## src/rtl/dmem_arbiter.sv

```systemverilog
//------------------------------------------------------------------------------
// dmem_arbiter
//   Shares one single-port data memory between the MEM-stage load/store port
//   (C) and the DMA / program-loader port (D). One requester is granted per
//   cycle (combinational grant). An owner may keep the memory for bounded
//   bursts while the other port waits, and contention alternates round-robin.
//   Read data comes back registered with a one-cycle rvalid pulse, and
//   out-of-range accesses return an error pulse instead of touching memory.
//
// Ports
//   clk, rst                   clock, asynchronous active-low reset
//   c_req/c_we/c_addr/c_wdata  port C request
//   c_gnt, c_stall             port C grant (comb), stall to hazard unit
//   c_rvalid/c_err/c_rdata     port C registered response
//   d_*                        same as port C for port D (no stall)
//   m_we/m_addr/m_wdata        memory drive
//   m_rdata                    memory combinational read data for m_addr
//
// Revision: 1.0 - initial release
//------------------------------------------------------------------------------
`default_nettype none

module dmem_arbiter #(
  parameter int AW        = 64,
  parameter int DW        = 64,
  parameter int DEPTH     = 1024,
  parameter int MAX_BURST = 4
) (
  input  logic          clk,
  input  logic          rst,
  // port C (MEM stage)
  input  logic          c_req,
  input  logic          c_we,
  input  logic [AW-1:0] c_addr,
  input  logic [DW-1:0] c_wdata,
  output logic          c_gnt,
  output logic          c_stall,
  output logic          c_rvalid,
  output logic          c_err,
  output logic [DW-1:0] c_rdata,
  // port D (DMA / loader)
  input  logic          d_req,
  input  logic          d_we,
  input  logic [AW-1:0] d_addr,
  input  logic [DW-1:0] d_wdata,
  output logic          d_gnt,
  output logic          d_rvalid,
  output logic          d_err,
  output logic [DW-1:0] d_rdata,
  // memory side
  output logic          m_we,
  output logic [AW-1:0] m_addr,
  output logic [DW-1:0] m_wdata,
  input  logic [DW-1:0] m_rdata
);

  localparam int            CW      = $clog2(MAX_BURST) + 1;
  localparam logic [CW-1:0] CNT_MAX = CW'(MAX_BURST - 1);

  // Owner and selection share one encoding so own can be loaded from sel.
  localparam logic [1:0] OWN_IDLE = 2'd0;
  localparam logic [1:0] OWN_C    = 2'd1;
  localparam logic [1:0] OWN_D    = 2'd2;

  localparam logic LAST_C = 1'b0;
  localparam logic LAST_D = 1'b1;

  logic [1:0]    own;
  logic [1:0]    sel;
  logic [CW-1:0] cnt;
  logic          last;

  logic          sel_we;
  logic [AW-1:0] sel_addr;
  logic [DW-1:0] sel_wdata;
  logic          in_range;

  //----------------------------------------------------------------------------
  // State register (arbitration state plus registered responses)
  //----------------------------------------------------------------------------
  always_ff @(posedge clk or negedge rst) begin
    if (!rst) begin
      own      <= OWN_IDLE;
      cnt      <= '0;
      last     <= LAST_D;   // C wins the first contended cycle
      c_rvalid <= 1'b0;
      c_err    <= 1'b0;
      c_rdata  <= '0;
      d_rvalid <= 1'b0;
      d_err    <= 1'b0;
      d_rdata  <= '0;
    end else begin
      own <= sel;

      // Burst counter: counts repeat grants to the same owner, saturating.
      if (sel != OWN_IDLE && sel == own)
        cnt <= (cnt == CNT_MAX) ? cnt : cnt + CW'(1);
      else
        cnt <= '0;

      if (sel != OWN_IDLE)
        last <= (sel == OWN_C) ? LAST_C : LAST_D;

      c_rvalid <= c_gnt & ~c_we;
      c_err    <= c_gnt & ~in_range;
      // rdata updates on any read response or error; otherwise it holds.
      if (c_gnt && (!c_we || !in_range))
        c_rdata <= in_range ? m_rdata : '0;

      d_rvalid <= d_gnt & ~d_we;
      d_err    <= d_gnt & ~in_range;
      if (d_gnt && (!d_we || !in_range))
        d_rdata <= in_range ? m_rdata : '0;
    end
  end

  //----------------------------------------------------------------------------
  // Next-state: requester selection
  //----------------------------------------------------------------------------
  always_comb begin
    sel = OWN_IDLE;
    // No grant while reset is asserted, so nothing can reach memory.
    if (rst) begin
      case (own)
        OWN_C: begin
          if (c_req && (cnt < CNT_MAX || !d_req)) sel = OWN_C;
          else if (d_req)                         sel = OWN_D;
        end
        OWN_D: begin
          if (d_req && (cnt < CNT_MAX || !c_req)) sel = OWN_D;
          else if (c_req)                         sel = OWN_C;
        end
        default: begin
          if (c_req && d_req) sel = (last == LAST_D) ? OWN_C : OWN_D;
          else if (c_req)     sel = OWN_C;
          else if (d_req)     sel = OWN_D;
        end
      endcase
    end
  end

  //----------------------------------------------------------------------------
  // Outputs: grants and memory drive
  //----------------------------------------------------------------------------
  always_comb begin
    sel_we    = 1'b0;
    sel_addr  = '0;
    sel_wdata = '0;
    case (sel)
      OWN_C: begin
        sel_we    = c_we;
        sel_addr  = c_addr;
        sel_wdata = c_wdata;
      end
      OWN_D: begin
        sel_we    = d_we;
        sel_addr  = d_addr;
        sel_wdata = d_wdata;
      end
      default: ;
    endcase

    in_range = (sel_addr < AW'(DEPTH));

    c_gnt   = (sel == OWN_C);
    d_gnt   = (sel == OWN_D);
    c_stall = c_req & ~c_gnt;

    m_addr  = sel_addr;
    m_wdata = sel_wdata;
    m_we    = sel_we & in_range & rst;
  end

endmodule

`default_nettype wire

```

## config.mk

```make
export PLATFORM = sky130hd
export DESIGN_NAME = dmem_arbiter
export DESIGN_NICKNAME = d
export VERILOG_FILES = /design/src/rtl/dmem_arbiter.sv
export SDC_FILE = /design/constraint.sdc
export NUM_CORES = 1
export LEC_CHECK = 0
export ABC_AREA = 1
export CORE_AREA = 2 2 230 232
export DETAILED_ROUTE_END_ITERATION = 6
export DIE_AREA = 0 0 232 234
export GPL_TIMING_DRIVEN = 1
export HOLD_SLACK_MARGIN = 0.02
export PLACE_DENSITY = 0.54
export SKIP_CTS_REPAIR_TIMING = 1
export SLEW_MARGIN = 40
export SYNTH_ARGS = -nofsm -noshare
export SYNTH_HDL_FRONTEND = slang
export SYNTH_SLANG_ARGS = --single-unit
```

## constraint.sdc

```tcl
create_clock -name clk -period 3.7 [get_ports clk]
set_clock_uncertainty 0.1 [all_clocks]
set_input_delay 0.555 -clock clk [delete_from_list [all_inputs] [get_ports clk]]
set_output_delay 0.555 -clock clk [all_outputs]
set_load 0.01 [all_outputs]
```

==> results of run 1 <==
[critical path: stages, from the launching register on]
cell and delay [ns]:
dfrtp_1 0.42, buf_6 0.14, ha_4 0.16, o21ai_2 0.05, nand2_1 0.09, nand2_2 0.09
o21ai_4 0.07, nand3_4 0.10, inv_2 0.05, ha_4 0.21, buf_8 0.16, buf_4 0.16
nand2_1 0.08, nand2_1 0.06, nand2_1 0.13, nand2_2 0.10, nor2_1 0.13, nand2_1 0.12
nor2_4 0.15, nand2_4 0.09, nor2_4 0.13, buf_12 0.11
[state kept, by name, indices dropped and copies added, names as in the netlist]
name      cells
own           2
c_rvalid      1
d_rvalid      1
d_rdata      64
d_err         1
c_err         1
cnt           3
c_rdata      64
last          1
[per-stage QoR]
stage / area [um2] / power, uW / hold WS (ns) / util [%]
after global routing: 18100 / 11400 / 0.122 / 34.8
final: 18100 / 10800 / 0.134 / 34.8
after global placement: 16400 / 8120 / 0.271 / 31.5
after CTS: 17000 / 9930 / -0.211 / 32.6
after detailed placement: 16400 / 8150 / 0.269 / 31.5
after floorplan: 8540 / 4670 / 0.159 / -
[layout make-up]
| cell class | count | area [um2] |
|---|---|---|
| multi-input combinational | 980 | 4620 |
| clock inverter | 15 | 159 |
| tap | 688 | 861 |
| fill | 5430 | 33900 |
| clock buffer | 17 | 425 |
| timing repair buffer | 765 | 8110 |
| sequential | 138 | 3450 |
| inverter | 128 | 490 |
| antenna | 1 | 2.50 |
[layer usage]
metal / wire (um) / vias to the layer above / GRT usage, %
met5: 0 / - / 0
met4: 2700 / 0 / 8.41
met3: 3660 / 85 / 4.49
met2: 26600 / 489 / 31.9
met1: 20800 / 5356 / 20.3
li1: - / 5474 / -
[kinds of logic (layout without fill, tap and decap cells)]
| group | after synthesis | after routing | synth area share [%] |
|---|---|---|---|
| and+or+nand+nor | 868 | 868 | 41.1 |
| buffers and inverters | 220 | 925 | 11.1 |
| DFF | 138 | 138 | 40.5 |
| AOI/OAI and AO/OA | 103 | 103 | 6.07 |
| adders and majority gates | 7 | 7 | 1.03 |
| xor gates and xnor gates | 1 | 1 | 0.103 |
| muxes | 1 | 1 | 0.117 |
| other | 0 | 1 | 0 |
[worst paths after layout]
kind	slack, ns	endpoint	startpoint	depth (start not counted)
worst max-delay path	-0.20	m_we	own[0]	21
worst min-delay path	0.13	d_rdata[23]	rst	2
worst max register to register	0.18	c_rdata[59]	own[0]	25
worst min register to register	0.39	last	last	2
max in group asynchronous	2.38	d_rvalid	rst	3
min in group clk	0.36	own[0]	rst	3
[Yosys cell counts, drive strengths merged]
cell / count / share of area, %
xor2: 1 / 0.10
nand4: 1 / 0.073
nand2: 643 / 28
dfrtp: 137 / 40
a21oi: 84 / 4.9
nor2: 90 / 4.9
o21ai: 18 / 1.1
inv: 128 / 5.6
dfstp: 1 / 0.31
buf: 44 / 3.4
ha: 7 / 1.0
nor3: 1 / 0.059
mux2i: 1 / 0.12
o31ai: 1 / 0.088
nand3: 133 / 7.8
clkbuf: 48 / 2.2
[power breakdown]
| group | switching (uW) | internal [uW] |
|---|---|---|
| clock network | 780 | 953 |
| registers | 226 | 1880 |
| logic | 3670 | 3260 |
==> summary.md, run 1 <==
| Metric | Value |
|---|---|
| Routed WL per cell | `19.7 um` |
| Post-route non-filler standard cell count | `about 2,700` |
| Synthesized cell area | `around 0.0085 mm2` |
| Clock tree from TritonCTS | `built` |
| Post-detailed-route DRC marker count | `0` |
| Number of register bits inferred by synthesis | `between 100 and 150` |
| Leftover overflow at the end of global routing | `0` |
| Global router's overall resource usage | `between 10% and 20%` |
| Data arrival time of the critical path | `3.25 ns` |
| Initial antenna violation count | `2` |
| Residual antenna-violating net count after detailed routing | `0` |
| Gate count of the mapped netlist | `1,338` |
| Synthesized netlist net count | `~1,700` |
| Static Leakage | `0.0102 uW` |
| Sequential element share of the synthesized area | `40.5%` |
| Initial core utilization | `~16%` |
| Floorplan die height | `roughly 230 um` |
| Violated checks | `setup timing` |
| Number of buffers created by CTS | `17` |
| Area of the die | `0.0543 mm2` |
| Placed insts | `2,662` |
| Number of placement rows | `84` |
| Total negative setup slack | `-0.432 ns` |
| Required arrival time at the worst endpoint | `around 3.0 ns` |
| Total iterations of the first detailed-routing run | `5` |
| Max Transition Viols Final | `0` |
| Final RePlAce weighted congestion | `1.06` |
| Area added between synthesis and finish | `112%` |
| Number of unique standard cell types used by synthesis | `24` |
| Final Routed Wirelength | `53,800 um` |
| Setup crit start kind | `flop` |
| Total core area | `0.0520 mm2` |
| Setup slack of the critical path after layout | `-0.200 ns` |
| Iter 0 DRT Violations | `661` |
| Worst setup path category | `reg -> out` |
| Number of maximum-capacitance violations | `0` |
| Share of final-layout standard cells stronger than drive strength 1 | `18.9%` |
| Ratio of final minimum period to clock period | `105%` |
| Clock input transition at the sequential cells of the worst setup and hold paths | `0.07 ns` |
| Maximum buffer depth of the clock tree | `2` |
| Number of setup violations in the final report | `11` |
| Slew at the pin with the worst max-slew slack | `0.696 ns` |
| Hold violation count in the final report | `0` |
| Number of vias per cell after detailed routing | `4.17` |
| Detailed placer's ending HPWL | `around 42,000 um` |
| Commonest cells after routing, fill and taps aside | `nand2_1 (603), clkdlybuf4s50_1 (459), dfrtp_1 (137)` |
| Worst-Skew Late Latency | `0.42 ns` |
| Worst setup EP type | `primary output` |
| PortBufs | `approximately 590` |
| Pre-CTS WS | `-0.627 ns` |
| Vias in the first global route | `11,300` |
| Final Net Count | `2,363` |
| Sink count of the clock tree | `138` |
| Final Critical Period | `between 3 and 4 ns` |
| Peak supply drop | `0.000350 V` |
| Cell area power density | `594 mW/mm2` |
| Critical path peak fanout | `7` |
| Slew margin rel. | `between 50% and 60%` |
| Unrepaired setup endpoints after global routing | `yes` |
| Num ports | `590` |
| Count of warnings emitted by yosys | `0` |
| Die width | `232 um` |
| Wire length of the first global-routing pass | `72,100 um` |
| Most common cell after layout, fill and taps aside | `nand2_1` |
| Outcome | `complete, but fails checks` |
| Maximum number of pins on one net before global-route repair | `70` |
| Hold Crit Class | `in -> async` |
| Max H-tree Level | `4` |
| Detailed-route via count | `approximately 11,000` |
| Clock tree root buffer cell | `clkbuf_16` |
| Mean instance size in the synthesized netlist | `6.38 um2` |
| Fmax | `256 MHz` |
(Power assumes the default switching activity.)
==> run 2, diff against run 1 <==
- CTS_CLUSTER_SIZE: not set -> 24
- SKIP_LAST_GASP: not set -> 1
==> summary.md, run 2 (synthesized netlist as in run 1, its figures left out) <==
| Metric | Value |
|---|---|
| Layout Utilization | `35.0%` |
| Final Critical Period | `3.90 ns` |
| Worst setup path category | `reg -> out` |
| Initial antenna violation count | `2` |
| FF-to-FF path depth | `25` |
| Post-route non-filler standard cell count | `roughly 2,700` |
| Maximum buffer depth of the clock tree | `2` |
| Number of buffers created by CTS | `17` |
| Pre-CTS WS | `-0.627 ns` |
| Number of placement rows | `84` |
| FILL cells | `5,418` |
| Minimum setup slack among reg-to-reg paths | `0.18 ns` |
| Outcome | `complete, but fails checks` |
| Vias in the first global route | `11,300` |
| Setup slack of the critical path after layout | `-0.198 ns` |
| Worst R2R Start | `own[0]` |
| Largest registers in the final layout | `c_rdata x64, d_rdata x64, cnt x3` |
| Area added between synthesis and finish | `113%` |
| Commonest cells after routing, fill and taps aside | `nand2_1 (608), clkdlybuf4s50_1 (459), dfrtp_1 (137)` |
| Iter 0 DRT Violations | `672` |
| Total iterations of the first detailed-routing run | `5` |
| Hold Crit Class | `in -> async` |
| Ratio of final minimum period to clock period | `105%` |
| Fmax | `roughly 260 MHz` |
| Total negative setup slack | `-0.949 ns` |
| Cell area power density | `591 mW/mm2` |
| Clock tree root buffer cell | `clkbuf_16` |
| Clock tree from TritonCTS | `built` |
| FF-to-FF End | `c_rdata[59]` |
| Critical path peak fanout | `7` |
| Die width | `232 um` |
| Num ports | `590` |
| Area of the die | `0.0543 mm2` |
| Hold violation count in the final report | `0` |
| Number of vias per cell after detailed routing | `4.17` |
| Clock input transition at the sequential cells of the worst setup and hold paths | `0.07 ns` |
| Slew at the pin with the worst max-slew slack | `0.693 ns` |
| Unrepaired setup endpoints after global routing | `yes` |
| Placed insts | `2,662` |
| Worst setup EP type | `primary output` |
| Setup crit start kind | `flop` |
| Required arrival time at the worst endpoint | `about 3 ns` |
| Sink count of the clock tree | `about 140` |
| Initial core utilization | `16.4%` |
| Residual antenna-violating net count after detailed routing | `0` |
| Slew margin rel. | `approximately 54%` |
| Maximum number of pins on one net before global-route repair | `70` |
| Number of maximum-capacitance violations | `0` |
| Max H-tree Level | `4` |
| Share of final-layout standard cells stronger than drive strength 1 | `17.5%` |
| Routed WL per cell | `19.7 um` |
| Number of setup violations in the final report | `17` |
| Final RePlAce weighted congestion | `1.06` |
| Peak supply drop | `0.000352 V` |
| PortBufs | `between 500 and 600` |
| Wire length of the first global-routing pass | `72,100 um` |
| Most common cell after layout, fill and taps aside | `nand2_1` |
| Final Net Count | `between 2,000 and 2,500` |
| Data arrival time of the critical path | `3.24 ns` |
| Worst-Skew Late Latency | `about 0.42 ns` |
| Final Routed Wirelength | `53,800 um` |
| Max Transition Viols Final | `0` |
| Total core area | `0.0520 mm2` |
| Global router's overall resource usage | `18.0%` |
| Violated checks | `setup timing` |
| Post-detailed-route DRC marker count | `0` |
| Leftover overflow at the end of global routing | `0` |
| Detailed-route via count | `~11,000` |
| Floorplan die height | `234 um` |
| Detailed placer's ending HPWL | `roughly 42,000 um` |
| Static Leakage | `0.0105 uW` |
## run 2: changes by cell type in the layout (fill, tap and decap cells not counted), sizes merged
cell | previous run | this run
clkbuf | 43 | 30
buf | 193 | 186
dlymetal6s2s | 86 | 106
## run 2: routing by layer
layer,GRT usage (%),up-vias,share of wire [%],routed length (um)
met3,4.49,91,6.8,3680
li1,-,5472,-,-
met4,8.41,0,5.2,2820
met1,20.3,5350,39,20800
met2,31.9,474,49,26500
met5,0,-,0,0
## run 2: cell type report
type | count | area (um2) | share of cell area [%]
Inverter | 128 | 490 | 2.69
Clock inverter | 15 | 159 | 0.872
Clock buffer | 17 | 425 | 2.33
Sequential cell | 138 | 3450 | 19.0
Timing Repair Buffer | 765 | 8250 | 45.2
Antenna cell | 1 | 2.50 | 0.0137
Multi-Input combinational cell | 980 | 4590 | 25.2
Tap cell | 688 | 861 | 4.72
## run 2: worst max-delay path by stage
stage               startpoint           to  depth (start not counted)
floorplan               own[0]         m_we                         22
global placement         d_req  d_rdata[16]                         23
detailed placement       d_req  d_rdata[16]                         23
CTS                     own[0]    m_addr[1]                         13
global route            own[0]         m_we                         20
finish                  own[0]         m_we                         21
## run 2: power by group
part / leakage (uW) / internal, uW / switching (uW) / total [uW]
clock network: 0.000282 / 953 / 773 / 1730
registers: 0.00191 / 1880 / 226 / 2110
logic: 0.00833 / 3280 / 3660 / 6930
## run 2: worst max-delay path, cell delays in order, from the launching register on
cell	delay, ns
dfrtp_1	0.42
buf_6	0.14
ha_4	0.16
o21ai_2	0.05
nand2_1	0.09
nand2_2	0.09
o21ai_4	0.07
nand3_4	0.10
inv_2	0.05
ha_4	0.20
buf_8	0.16
buf_4	0.16
nand2_1	0.08
nand2_1	0.06
nand2_1	0.13
nand2_2	0.11
nor2_1	0.13
nand2_1	0.12
nor2_4	0.15
nand2_4	0.09
nor2_4	0.13
buf_12	0.11
## run 2: through the flow
step                area [um2]  hold WS (ns)  total power [uW]
CTS                      17000        -0.211              9930
finish                   18200         0.130             10800
floorplan                 8540         0.159              4670
global placement         16400         0.271              8120
detailed placement       16400         0.269              8150
global route             18200         0.122             11400
